--- src/rtl/packet_buffer_read_arbiter.sv ---
// Round-robin arbiter sharing the packet buffer RAM read port between two requesters,
// with a latency-matched tag pipeline steering read data back. Define ARB_LOCK_EN for burst lock.
module packet_buffer_read_arbiter #(
  parameter int RAM_SIZE         = 256,
  parameter int WORD_LEN         = 8,
  parameter int RAM_READ_LATENCY = 2,
  localparam int AW              = $clog2(RAM_SIZE)
) (
  input  logic                clk,
  input  logic                rst,
  input  logic                req0_readclk,
  input  logic [AW-1:0]       req0_raddr,
  input  logic                req0_lock,
  output logic                req0_gnt,
  output logic                req0_outclk,
  output logic [WORD_LEN-1:0] req0_out,
  input  logic                req1_readclk,
  input  logic [AW-1:0]       req1_raddr,
  input  logic                req1_lock,
  output logic                req1_gnt,
  output logic                req1_outclk,
  output logic [WORD_LEN-1:0] req1_out,
  output logic                ram_readclk,
  output logic [AW-1:0]       ram_raddr,
  input  logic                ram_outclk,
  input  logic [WORD_LEN-1:0] ram_out,
  output logic                err
);
  localparam int L  = RAM_READ_LATENCY;
  localparam int BW = $clog2(L + 1);

  logic          last_gnt;
  logic          err_q;
  logic [L-1:0]  tag_v;
  logic [L-1:0]  tag_id;
  logic [BW-1:0] blank_cnt;
  logic          elig0;
  logic          elig1;
  logic          exit_v;
  logic          exit_id;

`ifdef ARB_LOCK_EN
  logic lock_act;
  logic lock_id;
  logic lock_hold;

  // The owner keeps the port while its lock is high, even when it is not requesting.
  assign lock_hold = lock_act && (lock_id ? req1_lock : req0_lock);
  assign elig0     = req0_readclk && !(lock_hold && lock_id);
  assign elig1     = req1_readclk && !(lock_hold && !lock_id);

  always_ff @(posedge clk) begin
    if (rst) begin
      lock_act <= 1'b0;
      lock_id  <= 1'b0;
    end else if ((req0_gnt && req0_lock) || (req1_gnt && req1_lock)) begin
      lock_act <= 1'b1;
      lock_id  <= req1_gnt;
    end else if (lock_act && !(lock_id ? req1_lock : req0_lock)) begin
      lock_act <= 1'b0;
    end
  end
`else
  logic unused_lock;

  assign unused_lock = req0_lock ^ req1_lock;
  assign elig0       = req0_readclk;
  assign elig1       = req1_readclk;
`endif

  always_comb begin
    req0_gnt = 1'b0;
    req1_gnt = 1'b0;
    if (!rst) begin
      if (elig0 && elig1) begin
        req0_gnt = last_gnt;
        req1_gnt = !last_gnt;
      end else begin
        req0_gnt = elig0;
        req1_gnt = elig1;
      end
    end
  end

  assign ram_readclk = req0_gnt | req1_gnt;
  // With no grant the select stays on the last winner, so the address bus does not toggle.
  assign ram_raddr   = rst ? '0 :
                       (req1_gnt || (!req0_gnt && last_gnt)) ? req1_raddr : req0_raddr;

  assign exit_v      = tag_v[L-1];
  assign exit_id     = tag_id[L-1];
  assign req0_outclk = !rst && ram_outclk && exit_v && !exit_id;
  assign req1_outclk = !rst && ram_outclk && exit_v && exit_id;
  assign req0_out    = ram_out;
  assign req1_out    = ram_out;
  assign err         = err_q && !rst;

  always_ff @(posedge clk) begin
    if (rst) begin
      last_gnt  <= 1'b1;
      tag_v     <= '0;
      tag_id    <= '0;
      err_q     <= 1'b0;
      blank_cnt <= BW'(L);
    end else begin
      if (ram_readclk) last_gnt <= req1_gnt;
      for (int i = L - 1; i > 0; i--) begin
        tag_v[i]  <= tag_v[i-1];
        tag_id[i] <= tag_id[i-1];
      end
      tag_v[0]  <= ram_readclk;
      tag_id[0] <= req1_gnt;
      // Reads issued before reset may still return; ignore them for one latency window.
      if (blank_cnt != '0) blank_cnt <= blank_cnt - BW'(1);
      else if (ram_outclk != exit_v) err_q <= 1'b1;
    end
  end
endmodule

--- config.mk ---
export PLATFORM = sky130hd
export DESIGN_NAME = packet_buffer_read_arbiter
export DESIGN_NICKNAME = d
export VERILOG_FILES = /design/src/rtl/packet_buffer_read_arbiter.sv
export SDC_FILE = /design/constraint.sdc
export NUM_CORES = 1
export LEC_CHECK = 0
export ABC_AREA = 1
export CAP_MARGIN = 30
export CELL_PAD_IN_SITES_DETAIL_PLACEMENT = 1
export CELL_PAD_IN_SITES_GLOBAL_PLACEMENT = 2
export CORE_UTILIZATION = 14
export CTS_BUF_LIST = sky130_fd_sc_hd__clkbuf_2
export DETAILED_ROUTE_END_ITERATION = 12
export HOLD_SLACK_MARGIN = 0.03
export PLACE_DENSITY = 0.87
export SKIP_CTS_REPAIR_TIMING = 1
export SLEW_MARGIN = 20
export SYNTH_ARGS = -nofsm -noshare
export SYNTH_HDL_FRONTEND = slang
export SYNTH_SLANG_ARGS = --single-unit
--- constraint.sdc ---
create_clock -name clk -period 1.4 [get_ports clk]
set_clock_uncertainty 0.15 [all_clocks]
set_input_delay 0.21 -clock clk [delete_from_list [all_inputs] [get_ports clk]]
set_output_delay 0.21 -clock clk [all_outputs]
set_load 0.02 [all_outputs]
==> results.txt <==
status: finished with violations
failing checks: negative setup slack
final period utilization: 114%
CTS tree: done
via/cell ratio: 3.94
Iter 0 DRT Violations: 26
synthesis warning total: 0
share of cells above drive strength 1: 40.8%
vias after detailed routing: 697
CP startpoint kind: register
FF-to-FF path depth: 4
Hold Crit Class: in2reg
DRT Pass-1 Iters: 4
critical path endpoint: ram_raddr[2]
Post-Syn Area per Cell: 6.77 um2
FMAX: 624 MHz
Max-slew headroom: 80.6%
CP max FO: 8
number of synthesized register bits: 8
Synth-to-Final Area Change: 61.4%
final cell count without fillers: 177
CP startpoint: last_gnt
Final nets: 159
GRT Residual Overflow: 0
die width: 71.5 um
initial antenna violation count: 0
register area share after synthesis: 23.7%
vias in the first global route: 607
clock latency on the worst-skew pair: 0.23 ns
Pwr per Cell Area: 758 nW/um2
WP data required: 1.04 ns
max-slew violation count: 0
CTS buffer count: 3
Synth area leaders: dfxtp_1 24%, buf_4 18%, inv_1 8.9%, nor2_1 7.8%, nand3_1 6.7%
total track usage: 6.56%
drt total wl: 1850 um
mapped cell area: 677 um2
Fin Hold WS: 0.200 ns
core box area: 4500 um2
Gate Count Post-Synth: 100
pin count of the biggest net entering global routing: 20
Rows: 24
fin util: 24.3%
Crit path arrival time: 1.24 ns
most frequent cells in the layout: 16 x inv_1, 16 x clkdlybuf4s50_1, 12 x buf_4
# IOs: 61
drt wl/cell: 10.5 um
post-synth net total: 132
Worst Max-Slew Pin Slew: 0.291 ns
Synth top area share: 23.7%
Max-cap violations: 0
H-tree levels: 1
drt drc: 0
ANT cells: 0
Power, Total: 0.828 mW
Pleak: 0.538 nW
clock sinks: 8
Final Hold Fails: 0
clock slew at reported path FFs: 0.08 ns
Worst setup EP type: primary output
Reg2Reg Setup Slack: 0.29 ns
clock buffer depth: 2
Tmin final: 1.60 ns
FF-to-FF End: last_gnt
first-pass GRT wire length: 2650 um
type of the worst setup path: reg2out
Synth cell types: 22
Buffers on Ports: 34
cell accounting for the most synthesized area: dfxtp_1
post-route ant nets: 0
# fillers: 554
hpwl dp: 1300 um
Die Area: 5120 um2
die height: 71.5 um
final setup violation count: 9
dpl ws: -0.880 ns
CTS root buffer: clkbuf_2
placed cell count: 171
starting density of the core: 15.0%
r2r startpoint: last_gnt
RSZ-0062 raised after global routing: yes
post-route setup slack: -0.202 ns
VDD IR max: 215 uV
global placer's final weighted congestion: 0.683
## state kept, by name (all words and copies together) (netlist names)
signal     flops
blank_cnt      2
tag_id         2
tag_v          2
err_q          1
last_gnt       1
## worst min path at each step
stage	slack, ns	cells past startpoint	endpoint	startpoint
final	0.20	3	err_q	ram_outclk
after global routing	0.25	3	err_q	ram_outclk
after CTS	0.26	2	tag_id[1]	tag_id[0]
after detailed placement	0.25	2	tag_v[1]	tag_v[0]
after global placement	0.24	2	tag_v[1]	tag_v[0]
after floorplan	0.20	2	tag_v[0]	req0_readclk
## power by group
group	switching [mW]	internal, mW
clock	0.0793	0.0585
combinational	0.206	0.188
sequential	0.0259	0.271
## cell type report
class | instances | area [um2] | share of cell area [%]
well taps | 52 | 65.1 | 5.96
inverters | 17 | 66.3 | 6.07
repair buffers | 40 | 372 | 34.0
flip-flops and latches | 8 | 165 | 15.1
multi-input cells | 57 | 409 | 37.5
clock buffers | 3 | 15.0 | 1.37
## worst max-delay path, stage by stage, from the launching register on
cell and delay [ns]:
dfxtp_4 0.39, nand2_8 0.10, nand3_4 0.14, a21oi_2 0.18, nor2_2 0.05, buf_4 0.15
## metrics by stage
stage               area [um2]  setup TNS (ns)
floorplan                  694               0
global placement           982          -10.55
detailed placement         982          -10.70
CTS                        997          -10.66
global route              1090           -2.37
finish                    1090           -1.49
## kinds of logic after synthesis
kind of cell	count (synthesis)	synth area share (%)
buf+inv	37	32.3
xor+xnor	1	1.29
fa+ha+maj	1	1.85
flops	8	23.7
compound gates	14	12.2
simple gates	39	28.7
## layer usage
layer / GRT usage [%] / share of wire (%) / up-vias
met1: 6.57 / 38 / 327
met4: 1.09 / 0 / 0
li1: - / - / 347
met5: 0 / 0 / -
met2: 12.4 / 56 / 23
met3: 3.23 / 5.7 / 0
## Yosys cell counts
master,number
o22ai_1,1
clkbuf_1,1
nand3_1,9
buf_8,1
a21oi_1,6
buf_4,16
ha_1,1
dfxtp_1,8
inv_1,16
nor3b_1,1
nor3_1,1
xor2_1,1
nand2_4,2
nand3_4,1
buf_6,1
nand2_2,1
inv_2,1
buf_2,1
a21oi_2,3
o21ai_0,4
nand2_1,10
nor2_1,14
No activity file was read; power rests on OpenSTA's default activity.
